$ cat src/rtl/maxpool2x2_engine_pkg.sv
// Shared types and constants for the 2x2 stride-2 max-pooling engine:
// FSM state encoding and the fixed pixel order inside a pooling window.
package maxpool2x2_engine_pkg;

  localparam int STATE_W = 3;

  localparam logic [STATE_W-1:0] ST_IDLE  = 3'd0;
  localparam logic [STATE_W-1:0] ST_ADDR  = 3'd1;
  localparam logic [STATE_W-1:0] ST_READ  = 3'd2;
  localparam logic [STATE_W-1:0] ST_WRITE = 3'd3;
  localparam logic [STATE_W-1:0] ST_DONE  = 3'd4;

  typedef enum logic [STATE_W-1:0] {
    S_IDLE  = ST_IDLE,
    S_ADDR  = ST_ADDR,
    S_READ  = ST_READ,
    S_WRITE = ST_WRITE,
    S_DONE  = ST_DONE
  } state_e;

  // Window order k=0..3: (0,0) (0,1) (1,0) (1,1) as (dy,dx); bit k holds the offset.
  localparam logic [3:0] WIN_DX = 4'b1010;
  localparam logic [3:0] WIN_DY = 4'b1100;

  function automatic logic win_dx(input logic [1:0] k);
    return WIN_DX[k];
  endfunction

  function automatic logic win_dy(input logic [1:0] k);
    return WIN_DY[k];
  endfunction

endpackage

$ cat src/rtl/maxpool2x2_engine_if.sv
// Engine-side view of the stream wrapper: start/done handshake plus the
// input-buffer read port and output-buffer write port.
interface maxpool2x2_engine_if #(
  parameter int DATA_WIDTH    = 32,
  parameter int IN_ADR_WIDTH  = 8,
  parameter int OUT_ADR_WIDTH = 8
);
  logic                     start;
  logic                     done;
  logic [IN_ADR_WIDTH-1:0]  bufferIn_adr;
  logic [DATA_WIDTH-1:0]    bufferIn_data;
  logic [OUT_ADR_WIDTH-1:0] bufferOut_adr;
  logic [DATA_WIDTH-1:0]    bufferOut_data;
  logic                     bufferOut_wr;

  // Wrapper side: owns the buffers and the start pulse.
  modport master (
    output start, bufferIn_data,
    input  done, bufferIn_adr, bufferOut_adr, bufferOut_data, bufferOut_wr
  );

  // Engine side.
  modport slave (
    input  start, bufferIn_data,
    output done, bufferIn_adr, bufferOut_adr, bufferOut_data, bufferOut_wr
  );
endinterface

$ cat src/rtl/maxpool2x2_engine_pool_window_addr_gen.sv
// Window/output counters for the pooling walk: produces the current input
// pixel address, the output index and end-of-window / end-of-map flags.
module pool_window_addr_gen
  import maxpool2x2_engine_pkg::*;
#(
  parameter int IMG_W         = 4,
  parameter int IMG_H         = 4,
  parameter int IN_ADR_WIDTH  = 8,
  parameter int OUT_ADR_WIDTH = 8
) (
  input  logic                     clk,
  input  logic                     rst,
  input  logic                     step,
  input  logic                     clear,
  output logic [IN_ADR_WIDTH-1:0]  pix_adr,
  output logic [OUT_ADR_WIDTH-1:0] out_idx,
  output logic                     first_k,
  output logic                     last_k,
  output logic                     last_o
);
  localparam int OW = IMG_W / 2;
  localparam int OH = IMG_H / 2;
  localparam int XW = (OW > 1) ? $clog2(OW) : 1;
  localparam int YW = (OH > 1) ? $clog2(OH) : 1;
  localparam logic [XW-1:0] X_LAST = XW'(OW - 1);
  localparam logic [YW-1:0] Y_LAST = YW'(OH - 1);

  logic [1:0]    k;
  logic [XW-1:0] ox;
  logic [YW-1:0] oy;
  logic          last_x, last_y;
  logic [31:0]   pix_x, pix_y;

  assign first_k = (k == 2'd0);
  assign last_k  = (k == 2'd3);
  assign last_x  = (ox == X_LAST);
  assign last_y  = (oy == Y_LAST);
  assign last_o  = last_x && last_y;

  // k wraps 3->0 on its own; the window position only moves when it does.
  always_ff @(posedge clk) begin
    if (rst || clear) begin
      k  <= '0;
      ox <= '0;
      oy <= '0;
    end else if (step) begin
      k <= k + 2'd1;
      if (last_k) begin
        if (last_x) begin
          ox <= '0;
          oy <= last_y ? '0 : oy + YW'(1);
        end else begin
          ox <= ox + XW'(1);
        end
      end
    end
  end

  assign pix_x   = 32'(ox) * 2 + 32'(win_dx(k));
  assign pix_y   = 32'(oy) * 2 + 32'(win_dy(k));
  assign pix_adr = IN_ADR_WIDTH'(pix_y * IMG_W + pix_x);
  assign out_idx = OUT_ADR_WIDTH'(32'(oy) * OW + 32'(ox));

endmodule

$ cat src/rtl/maxpool2x2_engine.sv
// 2x2 stride-2 max-pooling engine with optional ReLU: reads the input map
// from the wrapper buffer, writes pooled results back, then pulses done.
module maxpool2x2_engine
  import maxpool2x2_engine_pkg::*;
#(
  parameter int DATA_WIDTH    = 32,
  parameter int IMG_W         = 4,
  parameter int IMG_H         = 4,
  parameter int IN_ADR_WIDTH  = 8,
  parameter int OUT_ADR_WIDTH = 8,
  parameter int RELU          = 1
) (
  input  logic                clk,
  input  logic                rst,
  maxpool2x2_engine_if.slave  axisif
);
  state_e                   state, state_nxt;
  logic                     gen_step, gen_clear;
  logic [IN_ADR_WIDTH-1:0]  pix_adr;
  logic [OUT_ADR_WIDTH-1:0] out_idx;
  logic                     first_k, last_k, last_o;
  logic [DATA_WIDTH-1:0]    acc;
  logic [DATA_WIDTH-1:0]    result;
  logic                     take;

  pool_window_addr_gen #(
    .IMG_W         (IMG_W),
    .IMG_H         (IMG_H),
    .IN_ADR_WIDTH  (IN_ADR_WIDTH),
    .OUT_ADR_WIDTH (OUT_ADR_WIDTH)
  ) u_addr_gen (
    .clk     (clk),
    .rst     (rst),
    .step    (gen_step),
    .clear   (gen_clear),
    .pix_adr (pix_adr),
    .out_idx (out_idx),
    .first_k (first_k),
    .last_k  (last_k),
    .last_o  (last_o)
  );

  always_ff @(posedge clk) begin
    if (rst) state <= S_IDLE;
    else     state <= state_nxt;
  end

  // Counters advance on the READ of k<3 and on WRITE, which also wraps
  // them to zero after the final window.
  always_comb begin
    state_nxt = state;
    gen_step  = 1'b0;
    gen_clear = 1'b0;
    case (state)
      S_IDLE: begin
        gen_clear = 1'b1;
        if (axisif.start) state_nxt = S_ADDR;
      end
      S_ADDR: state_nxt = S_READ;
      S_READ: begin
        if (last_k) begin
          state_nxt = S_WRITE;
        end else begin
          state_nxt = S_ADDR;
          gen_step  = 1'b1;
        end
      end
      S_WRITE: begin
        gen_step  = 1'b1;
        state_nxt = last_o ? S_DONE : S_ADDR;
      end
      S_DONE:  state_nxt = S_IDLE;
      default: state_nxt = S_IDLE;
    endcase
  end

  // Strict signed compare: ties keep the earlier pixel.
  assign take = first_k || ($signed(axisif.bufferIn_data) > $signed(acc));

  always_ff @(posedge clk) begin
    if (rst)                          acc <= '0;
    else if (state == S_READ && take) acc <= axisif.bufferIn_data;
  end

  assign result = (RELU != 0 && acc[DATA_WIDTH-1]) ? '0 : acc;

  always_comb begin
    axisif.done           = 1'b0;
    axisif.bufferIn_adr   = '0;
    axisif.bufferOut_wr   = 1'b0;
    axisif.bufferOut_adr  = '0;
    axisif.bufferOut_data = '0;
    case (state)
      S_ADDR, S_READ: axisif.bufferIn_adr = pix_adr;
      S_WRITE: begin
        axisif.bufferOut_wr   = 1'b1;
        axisif.bufferOut_adr  = out_idx;
        axisif.bufferOut_data = result;
      end
      S_DONE:  axisif.done = 1'b1;
      default: ;
    endcase
  end

  a_wr_single: assert property (@(posedge clk) disable iff (rst)
    axisif.bufferOut_wr |=> !axisif.bufferOut_wr);
  a_done_single: assert property (@(posedge clk) disable iff (rst)
    axisif.done |=> !axisif.done);
  a_done_to_idle: assert property (@(posedge clk) disable iff (rst)
    (state == S_DONE) |=> (state == S_IDLE));

endmodule

$ cat src/flat_wrapper.sv
// flat-port wrapper written by rule: the top's interface ports become plain ports
module maxpool2x2_engine_flat import maxpool2x2_engine_pkg::*;
#(
  parameter int DATA_WIDTH    = 32,
  parameter int IMG_W         = 4,
  parameter int IMG_H         = 4,
  parameter int IN_ADR_WIDTH  = 8,
  parameter int OUT_ADR_WIDTH = 8,
  parameter int RELU          = 1
)
  (clk, rst, axisif_start, axisif_bufferIn_data, axisif_done, axisif_bufferIn_adr, axisif_bufferOut_adr, axisif_bufferOut_data, axisif_bufferOut_wr);
  maxpool2x2_engine_if #(.DATA_WIDTH(DATA_WIDTH), .IN_ADR_WIDTH(IN_ADR_WIDTH), .OUT_ADR_WIDTH(OUT_ADR_WIDTH)) axisif_i ();
  input  logic clk;
  input  logic rst;
  input wire logic [$bits(axisif_i.start)-1:0] axisif_start;
  input wire logic [$bits(axisif_i.bufferIn_data)-1:0] axisif_bufferIn_data;
  output wire logic [$bits(axisif_i.done)-1:0] axisif_done;
  output wire logic [$bits(axisif_i.bufferIn_adr)-1:0] axisif_bufferIn_adr;
  output wire logic [$bits(axisif_i.bufferOut_adr)-1:0] axisif_bufferOut_adr;
  output wire logic [$bits(axisif_i.bufferOut_data)-1:0] axisif_bufferOut_data;
  output wire logic [$bits(axisif_i.bufferOut_wr)-1:0] axisif_bufferOut_wr;
  assign axisif_i.start = axisif_start;
  assign axisif_i.bufferIn_data = axisif_bufferIn_data;
  assign axisif_done = axisif_i.done;
  assign axisif_bufferIn_adr = axisif_i.bufferIn_adr;
  assign axisif_bufferOut_adr = axisif_i.bufferOut_adr;
  assign axisif_bufferOut_data = axisif_i.bufferOut_data;
  assign axisif_bufferOut_wr = axisif_i.bufferOut_wr;
  maxpool2x2_engine #(.DATA_WIDTH(DATA_WIDTH), .IMG_W(IMG_W), .IMG_H(IMG_H), .IN_ADR_WIDTH(IN_ADR_WIDTH), .OUT_ADR_WIDTH(OUT_ADR_WIDTH), .RELU(RELU)) u_core (.clk(clk), .rst(rst), .axisif(axisif_i));
endmodule
$ cat config.mk
export PLATFORM = sky130hd
export DESIGN_NAME = maxpool2x2_engine_flat
export DESIGN_NICKNAME = d
export VERILOG_FILES = /design/src/rtl/maxpool2x2_engine_pkg.sv /design/src/rtl/maxpool2x2_engine_if.sv /design/src/rtl/maxpool2x2_engine_pool_window_addr_gen.sv /design/src/rtl/maxpool2x2_engine.sv /design/src/flat_wrapper.sv
export SDC_FILE = /design/constraint.sdc
export NUM_CORES = 1
export LEC_CHECK = 0
export ABC_AREA = 1
export CORE_MARGIN = 2
export CORE_UTILIZATION = 44
export CTS_CLUSTER_SIZE = 28
export DETAILED_ROUTE_END_ITERATION = 8
export GPL_TIMING_DRIVEN = 0
export PLACE_DENSITY_LB_ADDON = 0.05
export SYNTH_ARGS = -nofsm -noshare
export SYNTH_HDL_FRONTEND = slang
export SYNTH_SLANG_ARGS = --single-unit
$ cat constraint.sdc
create_clock -name clk -period 2.1 [get_ports clk]
set_clock_uncertainty 0.15 [all_clocks]
set_input_delay 0.42 -clock clk [delete_from_list [all_inputs] [get_ports clk]]
set_output_delay 0.42 -clock clk [all_outputs]
set_load 0.02 [all_outputs]
==> metrics list <==
* Worst-margin pin slew: 0.849 ns
- The share of synthesized area in the top cell type comes to 0.266.
- The synthesized netlist occupies a cell area of 0.00294 sq mm.
- Port buffering added 73 buffers.
- 85 I/O pins were placed.
- Top FF cell, synth: sky130_fd_sc_hd__dfxtp_1
* Clock sink count: 39
- Failing checks: design-rule violations, negative setup slack
- The final max-slew violation count was 0.
* Critical path's slowest cell: sky130_fd_sc_hd__dfxtp_1
* Total of fill cells in the finished design: 382
- Area growth syn-to-layout: 83.6%
- Final instance count without filler cells: 664
- Max Cap Viol: 0
* Final Net Count: 655
* Die H: 85.7 um
- Worst-Skew Late Latency: 0.31 ns
* Post-DR wirelength/cell: 17.0 um
- Clock-pin slew was measured on the worst setup and hold paths at 0.08 ns.
- Worst hold margin: 0.321 ns
- The initial utilization of the core area, before any placement, comes to 0.458.
* TritonRoute pass-1 iters: 6
- The commonest cells after synthesis are sky130_fd_sc_hd__inv_1, sky130_fd_sc_hd__nand2_1, sky130_fd_sc_hd__a21oi_1.
* Number of synthesis warnings: 0
- Post-detailed-route count of antenna-violating nets: 0
- Most frequent CP cell: sky130_fd_sc_hd__nand2_1
- Antenna fix cells: 0
- Maximum achievable frequency: 398 MHz
* Number of buffers and inverters on the critical path: 2
* WS Path Type: reg2reg
- The smallest clock period supported by the final layout is computed as 2.51 ns.
* HPWL after detailed placement: 6.14 mm
- Power density over cell area: 511 mW/mm^2
* Largest area contributor in the netlist: sky130_fd_sc_hd__dfxtp_1
- After the first detailed-routing iteration, the DRC count stood at 195.
- Worst EP required: 2.14 ns
- Gpl congestion: 0.885
- In the global route stage, overall resource usage came out at 0.281.
- Cell Rows: 29
* Cell types with the largest area share after synthesis: sky130_fd_sc_hd__dfxtp_1, sky130_fd_sc_hd__ha_1, sky130_fd_sc_hd__inv_1
- Result of the run: complete, but fails checks
- The H-tree was split into 2 levels.
- Fraction of the yosys area taken by sequential cells: 0.266
* Via total after detailed routing: 3,580
- DRC violations left: 6
- Post-synthesis cell type count: 26
- Mapped Avg Cell Area: 6.46 sq um
- PnR Total Power: 2.76 mW
- The initial antenna violation count came to 0.
- Cell count after placement: 615
- Wire length of the first global-routing pass: 16.5 mm
- TritonCTS Buffers: 5
- Final Worst Setup Slack: -0.413 ns
* Async set-or-reset flop fraction in the synthesized netlist: 0
- Clock Root Buffer: sky130_fd_sc_hd__clkbuf_8
* Post-synthesis instance total: 455
* Critical-path maximum fanout: 6
- Entering global routing, the biggest net connects 13 pins.
* Largest stage delay on the critical path: 0.38 ns
- Core Footprint: 0.00642 sq mm
* Area of the die: 0.00735 sq mm
* RSZ-0062 raised after global routing: yes
- Setup violations remaining at the end of the flow were counted as 69.
* Via density per instance: 5.39
- Vias in the first global route: 3,493
* Number of buffers on the longest clock path: 2
* Number of endpoints with negative hold slack in the final report: 0
- Synthesis-stage register bit count: 39
- STA classifies the critical path startpoint as a register.
- Top-count cell post-synth: sky130_fd_sc_hd__inv_1
- Headroom to the max-slew limit came out at 0.434.
- Type of destination of the critical path: register
* Die boundary width: 85.7 um
- Yosys mapped a number of flops with a built-in enable equal to 0.
- Share of the clock period used by the worst path: 1.20
- Kind of cell with the highest combined delay on the critical path: simple AND/OR/NAND/NOR gates
- In this run the static leakage power is 2.31 nW.
- Residual overflow from global routing: 0
* Worst VDD drop: 0.304 mV
- TritonCTS clock tree: yes
- Data arrives at the worst endpoint at 2.56 ns.
- Final Core Density: 0.840
- Type of the tightest min-delay check: reg2reg
* Layout cells sized above 1: 0.494
- The critical path goes through inv_1 -> ha_1 -> nand2_1 -> a21oi_1 -> o21ai_1 -> nand2_1 -> a21oi_2 -> nand2_1 -> nand2_2 -> nand3_4 -> nand2_8 -> buf_6 -> nand3_1 -> nand2_1 -> nor2_1.
* Total routed wirelength: 11.3 mm
[where the power goes]
| group | leakage, nW | total [mW] | switching (mW) | internal, mW |
|---|---|---|---|---|
| clock network | 0.0612 | 0.672 | 0.287 | 0.385 |
| logic | 1.92 | 1.21 | 0.705 | 0.506 |
| registers | 0.328 | 0.876 | 0.0589 | 0.817 |
[final cells by class]
| class | instances | area, sq um | area share |
|---|---|---|---|
| plain buffers | 33 | 292 | 0.0540 |
| clock buffers | 6 | 82.6 | 0.0153 |
| clock inverters | 2 | 35.0 | 0.00649 |
| inverters | 85 | 339 | 0.0628 |
| multi-input cells | 309 | 2610 | 0.483 |
| flip-flops and latches | 39 | 811 | 0.150 |
| well taps | 77 | 96.3 | 0.0178 |
| repair buffers | 112 | 1120 | 0.207 |
| repair inverters | 1 | 16.3 | 0.00301 |
[flip-flops by register name (all words and copies together), names as in the netlist]
name / cells
u_core.acc: 32
u_core.state: 3
u_core.u_addr_gen.k: 2
u_core.u_addr_gen.last_x: 1
u_core.u_addr_gen.last_y: 1
[logic make-up (layout without fill, tap and decap cells)]
group                    after synthesis  in the layout  share of synthesized area
AND/OR/NAND/NOR                      200            201                      0.297
other                                  1             11                    0.00128
flip-flops                            39             39                      0.266
adder cells (fa/ha/maj)               34             34                      0.145
buffers and inverters                118            239                      0.180
AO/OA/AOI/OAI                         63             63                      0.111
[worst paths after layout]
path,startpoint,endpoint,slack (ns),depth (start not counted)
setup / recovery,u_core.acc[18]$_SDFFE_PP0P_,u_core.acc[27]$_SDFFE_PP0P_,-0.41,15
setup reg to reg,u_core.acc[18]$_SDFFE_PP0P_,u_core.acc[27]$_SDFFE_PP0P_,-0.41,15
hold reg to reg,u_core.acc[30]$_SDFFE_PP0P_,u_core.acc[30]$_SDFFE_PP0P_,0.32,2
hold / removal,u_core.acc[30]$_SDFFE_PP0P_,u_core.acc[30]$_SDFFE_PP0P_,0.32,2
[per-stage QoR]
| step | TNS, ns | area (sq um) | worst slack (ns) |
|---|---|---|---|
| floorplan | 0 | 3330 | 0.00468 |
| global placement | -43.65 | 4160 | -0.693 |
| detailed placement | -47.04 | 4160 | -0.762 |
| CTS | -7.83 | 5050 | -0.159 |
| global route | -22.64 | 5400 | -0.499 |
| finish | -16.92 | 5400 | -0.413 |
[worst min-delay path: stages (launching register included)]
cell and delay [ns]:
sky130_fd_sc_hd__dfxtp_2 0.34, sky130_fd_sc_hd__a21oi_2 0.04, sky130_fd_sc_hd__nor2_2 0.07
[layout by cell type, fill, tap and decap left out, types with 3 or more instances in the layout]
| cell type | instances |
|---|---|
| sky130_fd_sc_hd__a21oi_1 | 25 |
| sky130_fd_sc_hd__a21oi_2 | 28 |
| sky130_fd_sc_hd__buf_1 | 6 |
| sky130_fd_sc_hd__buf_4 | 40 |
| sky130_fd_sc_hd__buf_6 | 49 |
| sky130_fd_sc_hd__clkbuf_16 | 6 |
| sky130_fd_sc_hd__clkbuf_2 | 3 |
| sky130_fd_sc_hd__clkbuf_8 | 7 |
| sky130_fd_sc_hd__clkdlybuf4s15_1 | 5 |
| sky130_fd_sc_hd__conb_1 | 11 |
| sky130_fd_sc_hd__dfxtp_1 | 17 |
| sky130_fd_sc_hd__dfxtp_2 | 21 |
| sky130_fd_sc_hd__dlygate4sd2_1 | 27 |
| sky130_fd_sc_hd__ha_1 | 16 |
| sky130_fd_sc_hd__ha_4 | 16 |
| sky130_fd_sc_hd__inv_1 | 63 |
| sky130_fd_sc_hd__inv_2 | 16 |
| sky130_fd_sc_hd__inv_4 | 4 |
| sky130_fd_sc_hd__nand2_1 | 60 |
| sky130_fd_sc_hd__nand2_2 | 11 |
| sky130_fd_sc_hd__nand3_1 | 12 |
| sky130_fd_sc_hd__nand3_2 | 22 |
| sky130_fd_sc_hd__nand4_1 | 3 |
| sky130_fd_sc_hd__nor2_1 | 36 |
| sky130_fd_sc_hd__nor2_2 | 6 |
| sky130_fd_sc_hd__nor2_4 | 11 |
| sky130_fd_sc_hd__nor3_4 | 28 |
| sky130_fd_sc_hd__o21ai_1 | 3 |
[metal layers]
| layer | global-route usage | routed length, um | vias up |
|---|---|---|---|
| met1 | 0.340 | 4380 | 1693 |
| met5 | 0 | 0 | - |
| met2 | 0.504 | 5920 | 147 |
| met4 | 0.0981 | 408 | 0 |
| met3 | 0.0443 | 595 | 43 |
| li1 | - | - | 1697 |
[timing repair]
| action | CTS | global route |
|---|---|---|
| buffers inserted | 25 | 6 |
| pin swaps | 52 | 39 |
| gates resized for setup | 390 | 77 |
| setup endpoints to repair | 71 | 69 |
| cloned | 11 | 0 |
| hold endpoints to repair | 0 | 0 |
| hold buffers | 0 | 0 |
Note: power is estimated with default switching activity, not from simulation.
